==> src/rtl/axis_width_downsizer.sv <==
// Serializes wide AXI-Stream words into narrow beats, LSB-first, with a per-word beat count.
// A new word is loaded on the same edge that retires the last beat of the previous one.
module axis_width_downsizer #(
    parameter int IN_WIDTH = 512,
    parameter int OUT_WIDTH = 8,
    localparam int RATIO = IN_WIDTH / OUT_WIDTH,
    localparam int CNT_WIDTH = $clog2(RATIO) + 1
) (
    input  logic                 clk,
    input  logic                 reset_n,
    input  logic                 s_axis_tvalid,
    output logic                 s_axis_tready,
    input  logic [IN_WIDTH-1:0]  s_axis_tdata,
    input  logic [CNT_WIDTH-1:0] s_axis_tcount,
    input  logic                 s_axis_tlast,
    output logic                 m_axis_tvalid,
    input  logic                 m_axis_tready,
    output logic [OUT_WIDTH-1:0] m_axis_tdata,
    output logic                 m_axis_tlast
);

    localparam logic [CNT_WIDTH-1:0] RATIO_CNT = CNT_WIDTH'(RATIO);
    localparam logic [CNT_WIDTH-1:0] ONE_CNT = CNT_WIDTH'(1);

    generate
        if ((IN_WIDTH % OUT_WIDTH) != 0) begin : g_bad_ratio
            $error("IN_WIDTH must be an integer multiple of OUT_WIDTH");
        end
    endgenerate

    typedef enum logic {
        IDLE = 1'b0,
        SEND = 1'b1
    } state_t;

    state_t               state, state_next;
    logic [IN_WIDTH-1:0]  shift, shift_next;
    logic [CNT_WIDTH-1:0] rem, rem_next;
    logic [CNT_WIDTH-1:0] count_clamped;
    logic                 last, last_next;
    logic                 last_beat;
    logic                 accept;
    logic                 beat_done;

    // Handshakes: a transfer happens on any edge where valid and ready are both high.
    assign last_beat     = (state == SEND) && (rem == ONE_CNT);
    assign s_axis_tready = reset_n && ((state == IDLE) || (last_beat && m_axis_tready));
    assign accept        = s_axis_tvalid && s_axis_tready;
    assign beat_done     = m_axis_tvalid && m_axis_tready;
    assign count_clamped = (s_axis_tcount > RATIO_CNT) ? RATIO_CNT : s_axis_tcount;

    assign m_axis_tvalid = (state == SEND);
    assign m_axis_tdata  = (state == SEND) ? shift[OUT_WIDTH-1:0] : '0;
    assign m_axis_tlast  = last_beat && last;

    always_comb begin
        state_next = state;
        shift_next = shift;
        rem_next   = rem;
        last_next  = last;
        if (accept) begin
            // Also covers the overlap case: the final beat retires while the next word loads.
            shift_next = s_axis_tdata;
            rem_next   = count_clamped;
            last_next  = s_axis_tlast;
            state_next = (count_clamped != '0) ? SEND : IDLE;
        end else if (beat_done) begin
            shift_next = shift >> OUT_WIDTH;
            rem_next   = rem - ONE_CNT;
            if (rem == ONE_CNT) begin
                state_next = IDLE;
            end
        end
    end

    always_ff @(posedge clk) begin
        if (!reset_n) begin
            state <= IDLE;
            shift <= '0;
            rem   <= '0;
            last  <= 1'b0;
        end else begin
            state <= state_next;
            shift <= shift_next;
            rem   <= rem_next;
            last  <= last_next;
        end
    end

    rem_bound: assert property (@(posedge clk) disable iff (!reset_n) rem <= RATIO_CNT);

    no_accept_mid_word: assert property (@(posedge clk) disable iff (!reset_n)
        ((state == SEND) && (rem > ONE_CNT)) |-> !s_axis_tready);

endmodule

==> config.mk <==
export PLATFORM = sky130hd
export DESIGN_NAME = axis_width_downsizer
export DESIGN_NICKNAME = d
export VERILOG_FILES = /design/src/rtl/axis_width_downsizer.sv
export SDC_FILE = /design/constraint.sdc
export NUM_CORES = 1
export LEC_CHECK = 0
export ABC_AREA = 1
export CAP_MARGIN = 30
export CORE_MARGIN = 2
export CORE_UTILIZATION = 42
export CTS_CLUSTER_DIAMETER = 80
export DETAILED_ROUTE_END_ITERATION = 8
export PLACE_DENSITY = 0.71
export SKIP_LAST_GASP = 1
export SYNTH_ARGS = -nofsm -noshare
export SYNTH_HDL_FRONTEND = slang
export SYNTH_SLANG_ARGS = --single-unit
==> constraint.sdc <==
create_clock -name clk -period 4.8 [get_ports clk]
set_input_delay 0.72 -clock clk [delete_from_list [all_inputs] [get_ports clk]]
set_output_delay 0.72 -clock clk [all_outputs]
set_load 0.01 [all_outputs]
==> flow_metrics.py, run 1 <==
metrics = {
    "outcome": {
        "status": "completed",
    },
    "logic_synthesis": {
        "synth_fp_nets": 4565,
        "postSynthCellCount": 4039,
        "yosys_warnings": 0,
        "synth_top_area_share_pct": 41.0,
        "yosysTopAreaCell": "dfxtp_1",
        "yosys_most_used_dff": "dfxtp_1",
        "synthArstFlopShare_pct": 0,
        "synth_common_cells": "nand2_1, o21ai_0, nor2_1",
        "yosysMostFrequentCell": "nand2_1",
        "synth-seq-cells": 521,
        "synthTopCellsByArea": "dfxtp_1, o21ai_0, nand2_1, nor2_1, inv_1",
        "syn_area_mm2": 0.0254,
        "avgSynthCellArea_um2": 6.29,
        "synth.distinct_cells": 23,
        "synth_edf_count": 0,
        "synth-seq-area-share_pct": 41.0,
    },
    "layout": {
        "area_growth_pct": 29.4,
        "drive_above_1_share_pct": 3.23,
        "nNetsFinal": 4900,
        "final_util_pct": 54.7,
    },
    "timing": {
        "period_needed_ns": 3.06,
        "totalNegativeSetupSlack_ns": 0,
        "hold_slack_ns": 0.463,
        "setup_slack_ns": 1.74,
        "fin_skew_ns": 0.0299,
        "relSlewSlack_pct": 21.1,
        "hold_viol": 0,
        "rsz0062_at_grt": "no",
        "max_freq_mhz": 327,
        "setup_violations": 0,
        "tightest_slew_ns": 1.18,
        "final_max_slew_viol_count": 0,
        "fin_crit_sh_pct": 63.7,
    },
    "floorplanning": {
        "rows": 90,
        "dieHeight_um": 250,
        "fp.dieArea_mm2": 0.0625,
        "start_util_pct": 42.3,
        "core_mm2": 0.0601,
        "dieWidth_um": 250,
        "ios": 535,
    },
    "drt": {
        "dr_wl_met2_mm": 35.7,
        "wl_met1_mm": 35.6,
        "num_vias": 25500,
        "drc": 0,
        "highest_layer": "met5",
        "drt-initial-drc-count": 1993,
        "routedWlPerCell_um": 15.0,
        "dr.pass1.iters": 5,
        "viasPerCell": 4.88,
        "wl_met3_mm": 4.89,
        "routed_wl_mm": 78.5,
        "ant_nets": 0,
    },
    "global_route": {
        "grt_max_degree": 234,
        "track_usage_pct": 24.2,
        "overflow": 0,
        "grt_pass1_wl_mm": 125,
        "grt_pass1_vias": 23800,
        "grt_antenna_before_repair": 34,
    },
    "clock_tree": {
        "post_cts_buffers": 0,
        "clock-sinks": 521,
        "cts.repair.resized": 0,
        "cts_made_buffers": 59,
        "h-tree-depth": 2,
        "root_buffer": "clkbuf_16",
        "cts_hold_buf": 0,
        "cts.clk_slew.worst_paths_ns": 0.06,
        "clock_path_buffers": 3,
        "tritoncts": "built",
        "clk_latency_ns": 0.62,
    },
    "setup_path": {
        "critPathRequiredTime_ns": 5.32,
        "arrival_ns": 3.58,
        "r2r_start": "rem[1]",
        "worstSetupEndpointType": "register",
        "rrSetupSlack_ns": 1.74,
        "crit_path_start_kind": "register",
        "startpoint": "rem[1]",
        "rr_endpoint": "shift[116]",
        "rr_worst_depth": 11,
        "crit_end": "shift[116]",
        "cp_max_fo": 110,
        "criticalPathCategory": "reg -> reg",
    },
    "job": {
        "max_cap_viol_count": 0,
    },
    "power_and_ir_drop": {
        "ir_worst_vdd_uv": 325,
        "power-per-cell-area_mw_per_mm2": 354,
        "power_leakage_nw": 16.2,
    },
    "place": {
        "globalplace.congestion": 0.862,
        "io_buffers": 534,
        "dp_hpwl_mm": 49.3,
        "pre_cts_slack_ns": 1.23,
    },
    "worst_hold_path": {
        "hold_path.class": "reg -> reg",
    },
}
-- where the power goes --
group	total [W]	internal (W)	switching, W
clock	0.00490	0.00300	0.00190
combinational	0.00186	0.000833	0.00103
sequential	0.00488	0.00471	0.000172
total	0.0116	0.00854	0.00310
-- how the worst min path moves through the flow --
stage | start | cells after the start | endpoint
after floorplan | shift[506] | 2 | shift[506]
after global placement | shift[506] | 2 | shift[506]
after detailed placement | shift[509] | 2 | shift[509]
after CTS | shift[509] | 2 | shift[509]
after global routing | shift[509] | 2 | shift[509]
final | shift[506] | 2 | shift[506]
-- through the flow --
step | power [W] | cells | instance area (um2)
6_report | 0.0116 | 5227 | 32900
5_1_grt | 0.0122 | 5225 | 32900
3_5_place_dp | 0.00681 | 5095 | 30700
2_1_floorplan | 0.00605 | 4039 | 25400
3_3_place_gp | 0.00679 | 5095 | 30700
4_1_cts | 0.0117 | 5204 | 32800
-- cells in the final DEF (no fill, tap or decap), drive strengths merged, types with 23 or more instances in the layout --
| cell type | count |
|---|---|
| clkbuf | 80 |
| clkdlybuf4s50 | 533 |
| inv | 538 |
| dfxtp | 521 |
| diode | 23 |
| nor2 | 609 |
| nand2 | 1060 |
| o21ai | 951 |
| nand4 | 33 |
| buf | 33 |
-- state kept, by name, summed over array words and instances (netlist names) --
name,count
m_axis_tvalid,1
shift,512
last,1
rem,7
-- cells by family after synthesis --
| family | after synthesis | share of synthesized area (%) |
|---|---|---|
| and+or+nand+nor | 1722 | 26.0 |
| adders and majority gates | 2 | 0.0984 |
| DFF | 521 | 41.0 |
| AOI/OAI and AO/OA | 964 | 19.0 |
| xor gates and xnor gates | 3 | 0.103 |
| buffers and inverters | 827 | 13.8 |
-- layout make-up --
| class | count | area [um2] |
|---|---|---|
| inverters | 535 | 2020 |
| diodes | 23 | 57.6 |
| clock inverters | 29 | 402 |
| repair buffers | 566 | 5780 |
| flip-flops and latches | 521 | 10400 |
| well taps | 782 | 978 |
| clock buffers | 80 | 1730 |
| fillers | 5921 | 27200 |
| multi-input cells | 2691 | 11500 |
-- worst max-delay path: stages (launching register included) --
cell	delay, ns
dfxtp_1	0.32
inv_1	0.09
ha_1	0.15
inv_1	0.03
nor2_1	0.18
nand4_2	0.16
nand2_4	0.34
nand3_4	0.33
nand2_8	0.61
buf_4	0.38
o21ai_0	0.13
nor2_1	0.14
-- routing by layer --
metal	track usage [%]	vias to the layer above
li1	-	13200
met1	32.9	11500
met2	38.2	742
met3	4.48	144
met4	9.27	20
met5	0	-
No activity file was read; power rests on OpenSTA's default activity.
==> inputs of run 2 (changes only) <==
--- a/config.mk
+++ b/config.mk
@@ -11,7 +11,7 @@
 export CORE_UTILIZATION = 42
 export CTS_CLUSTER_DIAMETER = 80
 export DETAILED_ROUTE_END_ITERATION = 8
-export PLACE_DENSITY = 0.71
+export PLACE_DENSITY = 0.73
 export SKIP_LAST_GASP = 1
 export SYNTH_ARGS = -nofsm -noshare
 export SYNTH_HDL_FRONTEND = slang
==> constraint.sdc (replaced) <==
create_clock -name clk -period 2.6 [get_ports clk]
set_input_delay 0.39 -clock clk [delete_from_list [all_inputs] [get_ports clk]]
set_output_delay 0.39 -clock clk [all_outputs]
set_load 0.01 [all_outputs]
==> run 2 against run 1 <==
Flip-flop and latch count stayed put. Clock skew decreased by 0.0052 ns. Cell area up 1.8%. First-iteration DRC count grew 9.6%. Routed wire length increased by 0.62%. Sequential share of layout area down 0.55 points. Cell count is 0.73% higher. Critical endpoint is now m_axis_tlast. Critical path depth down 5. Worst setup slack lost 1.6 ns. Non-clock buffer count increased by 52. Utilization rose by 0.97 points.
==> flow_metrics.py, run 2 (synthesis gave the netlist of run 1 again) <==
metrics = {
    "timing": {
        "setup_violations": 0,
        "relSlewSlack_pct": 41.6,
        "tightest_slew_ns": 0.876,
        "fin_crit_sh_pct": 94.4,
        "hold_viol": 0,
        "max_freq_mhz": 407,
        "rsz0062_at_grt": "no",
        "fin_skew_ns": 0.0247,
        "totalNegativeSetupSlack_ns": 0,
        "period_needed_ns": 2.46,
        "final_max_slew_viol_count": 0,
    },
    "layout": {
        "fill_cells": 5837,
        "area_growth_pct": 31.7,
        "layout_common_cells": "nand2_1, o21ai_0, nor2_1",
        "drive_above_1_share_pct": 4.18,
        "multi_input_area_mm2": 0.0115,
        "area.sequential_mm2": 0.0104,
        "layout_commonest_cell": "nand2_1",
        "nNetsFinal": 4950,
        "final_cell_area_mm2": 0.0335,
        "largest_reg_flops": 512,
        "regMostFlops": "shift",
        "reg_top3": "shift: 512 flops, rem: 7 flops",
    },
    "setup_path": {
        "rr_worst_depth": 13,
        "worstSetupEndpointType": "output pin",
        "rrSetupSlack_ns": 0.37,
        "arrival_ns": 2.07,
        "crit_path_start_kind": "register",
        "cp_max_fo": 4,
        "r2r_start": "rem[0]",
        "criticalPathCategory": "reg -> out",
        "critPathRequiredTime_ns": 2.21,
        "rr_endpoint": "shift[157]",
    },
    "worst_hold_path": {
        "min_from": "reset_n",
        "hold_path.class": "in -> reg",
        "min_path_cells": 5,
        "min_to": "shift[450]",
    },
    "clock_tree": {
        "h-tree-depth": 2,
        "root_buffer": "clkbuf_16",
        "clock_path_buffers": 3,
        "clk_latency_ns": 0.60,
        "cts.clk_slew.worst_paths_ns": 0.06,
        "cts_made_buffers": 57,
        "tritoncts": "built",
        "cts_hold_buf": 0,
        "clock-sinks": 521,
    },
    "global_route": {
        "track_usage_pct": 24.4,
        "grt_pass1_wl_mm": 126,
        "grt_antenna_before_repair": 16,
        "grt_pass1_vias": 24100,
        "grt_max_degree": 185,
        "overflow": 0,
    },
    "drt": {
        "drc": 0,
        "ant_nets": 0,
        "drt-initial-drc-count": 2185,
        "viasPerCell": 4.91,
        "routedWlPerCell_um": 15.0,
        "routed_wl_mm": 79.0,
        "num_vias": 25900,
        "dr.pass1.iters": 5,
    },
    "place": {
        "io_buffers": 534,
        "dpl-instance-area_mm2": 0.0314,
        "dp_hpwl_mm": 52.9,
        "globalplace.congestion": 0.871,
    },
    "floorplanning": {
        "dieHeight_um": 250,
        "ios": 535,
        "start_util_pct": 42.3,
        "dieWidth_um": 250,
        "rows": 90,
        "core_mm2": 0.0601,
        "fp.dieArea_mm2": 0.0625,
    },
    "power_and_ir_drop": {
        "power_leakage_nw": 16.5,
        "ir_worst_vdd_uv": 534,
        "power-per-cell-area_mw_per_mm2": 635,
    },
    "outcome": {
        "status": "completed",
    },
    "job": {
        "max_cap_viol_count": 0,
    },
}
## run 2: worst max-delay path by stage
stage / startpoint / endpoint / slack, ns
2_1_floorplan: rem[1] / shift[433] / 0.83
3_3_place_gp: m_axis_tready / shift[355] / 0.14
3_5_place_dp: m_axis_tready / shift[280] / 0.10
4_1_cts: rem[0] / m_axis_tlast / 0.04
5_1_grt: m_axis_tvalid / m_axis_tdata[2] / 0.03
6_report: rem[0] / m_axis_tlast / 0.14
## run 2: layout make-up
cell class,instances,area share [%]
Antenna cell,10,0.0747
Clock buffer,85,5.06
Clock inverter,23,0.983
Inverter,535,6.05
Multi-Input combinational cell,2691,34.4
Sequential cell,521,31.1
Tap cell,782,2.92
Timing Repair Buffer,618,19.4
## run 2: worst max-delay path, stage by stage (launching register included)
cell and delay (ns):
dfxtp_1 0.39, ha_1 0.16, inv_1 0.04, nor2_2 0.12, nand2_1 0.11, nor2_1 0.11, clkdlybuf4s50_1 0.54
## run 2: report_power, final
| group | total, W | switching (W) | internal (W) |
|---|---|---|---|
| logic | 0.00361 | 0.00194 | 0.00166 |
| registers | 0.00901 | 0.000323 | 0.00869 |
| clock network | 0.00865 | 0.00343 | 0.00522 |
## run 2: timing repair
action | 4_1_cts | 5_1_grt
endpoints found under the setup margin | 1 | 1
resized for setup | 1 | 2
setup buffers | 0 | 0
pin swaps | 0 | 0
## run 2: routing by layer
| metal | vias up | part of all wire, % | global-route usage [%] | wire length, um |
|---|---|---|---|---|
| li1 | 13200 | - | - | - |
| met1 | 11600 | 45 | 33.4 | 35700 |
| met2 | 802 | 46 | 39.4 | 36200 |
| met3 | 149 | 6.1 | 3.70 | 4800 |
| met4 | 14 | 2.7 | 7.78 | 2150 |
| met5 | - | 0.12 | 0 | 93 |
## run 2: metrics by stage
step | total power, W | util [%] | instances | hold WS (ns) | worst slack (ns)
2_1_floorplan | 0.0112 | - | 4039 | 0.436 | 0.830
3_3_place_gp | 0.0127 | 52.3 | 5147 | 0.447 | 0.143
3_5_place_dp | 0.0127 | 52.3 | 5147 | 0.453 | 0.102
4_1_cts | 0.0214 | 55.6 | 5255 | 0.234 | 0.0424
5_1_grt | 0.0223 | 55.7 | 5264 | 0.275 | 0.0340
6_report | 0.0213 | 55.7 | 5265 | 0.267 | 0.144
